[config.mk]
export PLATFORM = sky130hd
export DESIGN_NAME = free_list
export DESIGN_NICKNAME = d
export VERILOG_FILES = /design/src/rtl/free_list.sv
export SDC_FILE = /design/constraint.sdc
export NUM_CORES = 1
export LEC_CHECK = 0
export BUFFER_PORTS_ARGS = -buffer_cell sky130_fd_sc_hd__buf_2
export CORE_ASPECT_RATIO = 0.75
export CORE_MARGIN = 1
export CORE_UTILIZATION = 35
export CTS_BUF_LIST = sky130_fd_sc_hd__clkbuf_4 sky130_fd_sc_hd__clkbuf_8
export CTS_CLUSTER_SIZE = 24
export DETAILED_ROUTE_END_ITERATION = 12
export PLACE_DENSITY = 0.56
export SLEW_MARGIN = 20
export SYNTH_ARGS = -nofsm -noshare
export SYNTH_HDL_FRONTEND = slang
export SYNTH_SLANG_ARGS = --single-unit
[constraint.sdc]
create_clock -name clock -period 7.1 [get_ports clock]
set_input_delay 0.71 -clock clock [delete_from_list [all_inputs] [get_ports clock]]
set_output_delay 0.71 -clock clock [all_outputs]
set_load 0.05 [all_outputs]
[src/rtl/free_list.sv]
// Circular FIFO of free physical-register tags for the rename path.
// Supplies up to WAY tags per cycle, reclaims retired Told tags and restores the retired state on rollback.
module free_list #(
  parameter int WAY    = 3,
  parameter int NUM_PR = 64,
  parameter int NUM_AR = 32,
  localparam int DEPTH  = NUM_PR - NUM_AR,
  localparam int PR_W   = $clog2(NUM_PR),
  localparam int CNT_W  = $clog2(WAY + 1),
  localparam int PTR_W  = $clog2(DEPTH),
  localparam int FCNT_W = $clog2(DEPTH + 1)
) (
  input  logic                       clock,
  input  logic                       reset_n,
  input  logic [CNT_W-1:0]           dispatch_num,
  input  logic [CNT_W-1:0]           retire_num,
  input  logic [WAY-1:0][PR_W-1:0]   retire_told,
  input  logic                       rollback,
  output logic [WAY-1:0][PR_W-1:0]   free_tag,
  output logic [CNT_W-1:0]           avail_num,
  output logic [FCNT_W-1:0]          free_count
);

  localparam logic [PTR_W:0]  DEPTH_P = (PTR_W + 1)'(DEPTH);
  localparam logic [FCNT_W:0] DEPTH_C = (FCNT_W + 1)'(DEPTH);

  logic [PR_W-1:0]   tag_buf [DEPTH];
  logic [PTR_W-1:0]  head;
  logic [PTR_W-1:0]  tail;
  logic [FCNT_W-1:0] count;

  logic [CNT_W-1:0]  d_eff;
  logic [PTR_W-1:0]  tail_next;
  logic [FCNT_W:0]   count_sum;

  // DEPTH need not be a power of two; offsets never exceed WAY < DEPTH, so one subtract wraps.
  function automatic logic [PTR_W-1:0] add_ptr(input logic [PTR_W-1:0] ptr,
                                               input logic [CNT_W-1:0] off);
    logic [PTR_W:0] s;
    s = {1'b0, ptr} + (PTR_W + 1)'(off);
    if (s >= DEPTH_P) s = s - DEPTH_P;
    return s[PTR_W-1:0];
  endfunction

  // Handshake: free_tag[0..avail_num-1] are valid this cycle; dispatch consumes the first
  // dispatch_num of them (must be <= avail_num). retire_told[0..retire_num-1] are appended at
  // the edge. Outputs depend on registered state only.
  always_comb begin
    free_tag = '0;
    for (int i = 0; i < WAY; i++) begin
      free_tag[i] = tag_buf[add_ptr(head, CNT_W'(i))];
    end
    avail_num  = (count >= FCNT_W'(WAY)) ? CNT_W'(WAY) : count[CNT_W-1:0];
    free_count = count;
  end

  always_comb begin
    d_eff     = (dispatch_num > avail_num) ? avail_num : dispatch_num;
    tail_next = add_ptr(tail, retire_num);
    count_sum = {1'b0, count} + (FCNT_W + 1)'(retire_num);
  end

  always_ff @(posedge clock or negedge reset_n) begin
    if (!reset_n) begin
      for (int i = 0; i < DEPTH; i++) begin
        tag_buf[i] <= PR_W'(NUM_AR + i);
      end
      head  <= '0;
      tail  <= '0;
      count <= FCNT_W'(DEPTH);
    end else begin
      for (int i = 0; i < WAY; i++) begin
        if (CNT_W'(i) < retire_num) begin
          tag_buf[add_ptr(tail, CNT_W'(i))] <= retire_told[i];
        end
      end
      tail <= tail_next;
      // Slots between old tail and old head still hold the squashed tags, so no copy is needed.
      if (rollback) begin
        head  <= tail_next;
        count <= FCNT_W'(DEPTH);
      end else begin
        head  <= add_ptr(head, d_eff);
        count <= count + FCNT_W'(retire_num) - FCNT_W'(d_eff);
      end
    end
  end

  always @(posedge clock) begin
    if (reset_n && !rollback) begin
      assert (dispatch_num <= avail_num)
        else $error("free_list: dispatch_num %0d exceeds avail_num %0d", dispatch_num, avail_num);
      assert ((count_sum - (FCNT_W + 1)'(d_eff)) <= DEPTH_C)
        else $error("free_list: retire overflows the list");
    end
  end

endmodule

# Word-level counts from Yosys, hierarchy flattened
# Cells that the tools add are included.
# totals
latchBits	0
output_inout_bits	26
mem_count	0
input_bits	25
romBits	0
register_bits	208
mem_bits_rw	0
# op_classes
eq_ne	0
add_sub_neg	16
div_mod_pow	0
magnitude_cmp	22
n_bitwise	6
multipliers	0
n_shift	0
muxes	36
n_reduce_logical	3
# ops
op	n
192-bit bitwise mux	3
192-bit two-way mux	3
6-bit binary-select mux with 5-bit select	3
6-bit demux with 5-bit select	3
6-bit >= comparator, second input constant	12
5-bit two-way mux	12
6-bit two-way mux	10
5-bit by 1-bit subtractor with 5-bit output, second input constant	8
5-bit inverter with 6-bit output	6
6-bit by 1-bit less-than comparator with 1-bit output, second input constant	3
5-bit by 1-bit adder with 6-bit output, second input constant	2
5-bit by 2-bit adder with 6-bit output	2
5-bit by 2-bit adder with 6-bit output, second input constant	2
5-bit by 6-bit >= comparator with 1-bit output, second input constant	2
6-bit by 2-bit adder with 6-bit output	1
6-bit by 2-bit >= comparator with 1-bit output, second input constant	1
6-bit by 2-bit subtractor with 6-bit output	1
1-bit by 2-bit less-than comparator with 1-bit output, first input constant	2
2-bit two-way mux	2
1-bit logical AND	3
2-bit > comparator	1
2-bit less-than comparator, first input constant	1

# Longest topological paths before layout
# logic_depth
depth_word	14
ltp_mapped	17
depth_no_buf	17

# Least setup slack after synthesis
# No wires, ideal clock.
# synth_path
path_type	reg2reg
startpoint	reg count[4], in the netlist free_count[4]
endpoint	reg count[4], in the netlist free_count[4]
setup_time_ns	0.132
arrival_time_ns	3.863
n_path_buf	0
required_ns	6.968
period_less_slack_ns	3.994
path_slack_ns	3.106
path_stages_with_launch	18
cell_sequence	dfrtp_1 inv_1 ha_1 nand2b_1 nand3_1 ha_1 inv_1 o21ai_0 mux2_2 ha_1 inv_1 ha_1 fa_1 a21oi_1 nor2_1 nor2_1 xor2_1 nor2_1
# synth_between
elab_chain_cells	6
# synth_rtl
item	line_no	source
from (decl)	30	logic [FCNT_W-1:0] count;
from (signal assigned)	70	count <= FCNT_W'(DEPTH);
from (signal assigned)	81	count <= FCNT_W'(DEPTH);
from (signal assigned)	84	count <= count + FCNT_W'(retire_num) - FCNT_W'(d_eff);
6-bit by 2-bit >= comparator with 1-bit output (*)	53	avail_num = (count >= FCNT_W'(WAY)) ? CNT_W'(WAY) : count[CNT_W-1:0];
2-bit two-way mux (*)	53	
named net avail_num[0]	20	output logic [CNT_W-1:0] avail_num,
2-bit > comparator	58	d_eff = (dispatch_num > avail_num) ? avail_num : dispatch_num;
2-bit two-way mux (*)	58	
6-bit by 2-bit subtractor with 6-bit output (*)	84	
6-bit two-way mux (*)	79	if (rollback) begin
# The timed path passes the listed nets; every way through them passes the cells marked *.

==> results by group <==
GRT
  • Vias in the first global route: ~15,000
  • Initial antenna violation count: 4
  • Total track usage: 0.307
  • Pin count of the biggest net entering global routing: roughly 160
  • First-pass GRT wire length: 115,000 µm
  • Congestion Overflow GR: 0

Place
  • GPL Wtd Cong: just over 1
  • Buffers on Ports: 50
  • Placed cell area: about 19,000 µm²
  • DP Cell Count: 2,224
  • DP HPWL: 56,700 µm

Setup path
  • Crit-path cells: buf_4 -> ha_2 -> buf_4 -> mux4_2 -> mux2i_1 -> a22o_1 -> a221oi_1 -> buf_2
  • Worst path required time: 6.39 ns
  • FF-to-FF path depth: 4
  • WS Path Type: register to output port
  • Startpoint Class: register
  • Worst-path maximum fanout: 37
  • Setup crit end kind: output port
  • Biggest cell delay along the critical path: approximately 1.1 ns
  • Critical Path Most Common Cell: buf_4
  • CP Data Arrival Time: approximately 4.2 ns
  • Slowest CP cell: ha_2

Routing
  • Post-route ant nets: 0
  • WL final: 81,100 µm
  • Vias: 16,000
  • Drt first pass iters: 6
  • WL per Instance: 35.3 µm
  • DRT iter0 DRCs: ~2,200
  • DR DRC count: 0
  • DR vias/cell: 6.97

Yosys
  • Share of the synthesized area in the top cell type: 0.165
  • #FFs+latches synth: 208
  • Syn avg cell area: 11.0 µm²
  • Synth cell types: 70
  • Syn Inst Count: 1,636
  • Asr flop ratio synth: 1.00
  • Syn nets: 1,684
  • Synth warn: 0
  • Area leader, netlist: dfstp_2
  • Most common flop cell mapped by yosys: dfstp_2
  • Dominant cells by area after synthesis: dfstp_2 16%, mux4_2 16%, dfrtp_1 13%
  • Post-Syn Area: 18,000 µm²
  • Number of synthesized flops with an enable pin: 0
  • Sequential area share after synthesis: 0.297

Clock tree
  • Post-CTS Resized: 0
  • Postcts setup bufs: 0
  • Clock transition at the registers of the reported paths: 0.06 ns
  • CTS tree: yes
  • H-tree depth: 2
  • CTS Buf Count: 40
  • Clock root buffer: clkbuf_8
  • CTS Sinks: approximately 210
  • Clk_lat worst skew: 0.59 ns
  • CTS Hold Bufs: 0
  • CTS max path bufs: 3

STA
  • RSZ-0062 raised after global routing: no
  • F_max: 202 MHz
  • Max-slew headroom: 0.149
  • Final setup fails: 0
  • Hold slack final: 0.0731 ns
  • Minimum clock period: 4.94 ns
  • Worst Tran Pin Value: 1.27 ns
  • Fin. max-slew vios: 0
  • Hold Violations, Final: 0
  • Setup TNS: 0 ns
  • Clk_skew: 0.0343 ns
  • Tcrit/Tclk final: 0.696

Floorplanning
  • Die extent in y: between 150 and 200 µm
  • CORE AREA: around 50,000 µm²
  • Die width: 264 µm
  • FP Rows: slightly above 70
  • Io pins: 51
  • Initial Util: 0.357
  • Die area: 52,400 µm²

Job
  • Max-cap viol count: 0

Cells and area
  • Design area: 19,800 µm²
  • Post-route non-filler standard cell count: 2,299
  • Final nets: between 1,500 and 2,000
  • Fraction of layout cells with a size suffix above 1: 0.391
  • Area grow syn2layout: 9.61%

Outcome
  • Status: complete, no violations

Hold path
  • Worst hold path class: input pin to asynchronous set/reset pin
[routing by layer]
| metal | vias to the layer above | GRT usage | wire length (µm) |
|---|---|---|---|
| li1 | 6367 | - | - |
| met1 | 8315 | 0.429 | 34000 |
| met2 | 1143 | 0.437 | 33100 |
| met3 | 204 | 0.0951 | 10100 |
| met4 | 4 | 0.130 | 3830 |
| met5 | - | 0 | 60 |
[cell type report]
type	count	area, µm²
inverter	19	71.3
sequential	208	5350
fill	4910	30700
clock buffer	67	828
antenna	2	5.00
multi-input combinational	1250	12000
timing repair buffer	90	586
clock inverter	6	85.1
tap	657	822
[registers in the layout, summed over array words and instances (netlist names)]
register,cells
tag_buf,192
free_count,6
head,5
tail,5
[kinds of logic (layout without fill, tap and decap cells)]
logic type / count (synthesis) / count (layout) / share of synthesized area
flip-flops: 208 / 208 / 0.297
AO/OA/AOI/OAI: 390 / 390 / 0.153
other: 0 / 2 / 0
buffers and inverters: 178 / 182 / 0.0419
XOR/XNOR: 16 / 16 / 0.00819
adder cells (fa/ha/maj): 23 / 23 / 0.0176
multiplexers: 528 / 528 / 0.397
AND/OR/NAND/NOR: 293 / 293 / 0.0848
[path summary, 6_finish.rpt]
path                                   startpoint                      end  slack, ns
max in group asynchronous                 reset_n   tag_buf[154]$_DFF_PN0_       5.79
max                             head[2]$_DFF_PN0_             free_tag[17]       2.16
max reg2reg                     tail[0]$_DFF_PN0_   tag_buf[188]$_DFF_PN0_       3.33
min                                       reset_n    tag_buf[26]$_DFF_PN0_       0.07
min reg2reg                tag_buf[173]$_DFF_PN1_   tag_buf[173]$_DFF_PN1_       0.63
min in group clock                       rollback  free_count[4]$_DFF_PN0_       0.55
[synth_stat cells, types with 3 or more instances]
master / number
a2bb2oi_1: 18
and2_1: 3
clkbuf_1: 88
or2_1: 3
or3_1: 3
a21o_1: 10
a22oi_1: 91
or2_2: 7
a22o_1: 48
dfstp_2: 113
nor3_1: 12
mux2_2: 183
xor2_1: 6
nor3_2: 16
dfrtp_1: 95
nand2b_1: 14
o21a_1: 4
nand3b_1: 11
ha_1: 19
nor2b_1: 5
buf_1: 14
mux4_2: 131
xnor2_1: 9
o211ai_1: 8
a32oi_1: 6
mux2i_1: 212
a221oi_1: 18
nand2_1: 110
o2bb2ai_1: 12
a221o_1: 4
o22a_1: 8
fa_1: 4
buf_2: 52
o22ai_1: 29
o21ai_0: 64
nor2_1: 65
nand4b_1: 3
o21ai_1: 17
nand3_1: 16
a21oi_1: 38
a211oi_1: 3
inv_1: 19
buf_4: 4
[critical path, delay by kind of cell (launching register included)]
kind	cells	cell delay, ns
flip-flops	1	0.36
AO/OA/AOI/OAI	2	0.79
multiplexers	2	0.32
adder cells (fa/ha/maj)	1	1.11
buffers and inverters	3	1.02
[metrics by stage]
step | setup WS (ns) | utilization
CTS | 2.15 | 0.391
global placement | 2.79 | 0.373
floorplan | 3.11 | -
detailed placement | 2.78 | 0.373
global route | 2.04 | 0.391
finish | 2.16 | 0.392
[cells in the final DEF (no fill, tap or decap), drive strengths merged, types with 5 or more instances in the layout]
| cell | count |
|---|---|
| a22o | 48 |
| nor2 | 65 |
| o2bb2ai | 12 |
| xor2 | 6 |
| dfstp | 113 |
| a2bb2oi | 18 |
| nand2b | 14 |
| o211ai | 8 |
| a221oi | 18 |
| dfrtp | 95 |
| buf | 90 |
| or2 | 10 |
| nand2 | 110 |
| clkbuf | 67 |
| ha | 19 |
| a21oi | 38 |
| mux4 | 131 |
| inv | 19 |
| mux2i | 212 |
| a21o | 10 |
| nor2b | 5 |
| nand3b | 11 |
| mux2 | 185 |
| o21ai | 81 |
| a32oi | 6 |
| nor3 | 30 |
| o22ai | 29 |
| o22a | 8 |
| xnor2 | 10 |
| a22oi | 91 |
| nand3 | 16 |
Power is left out: the tool's default activity adds up to more than one toggle a clock period on the data nets, which glitch-free logic cannot reach.
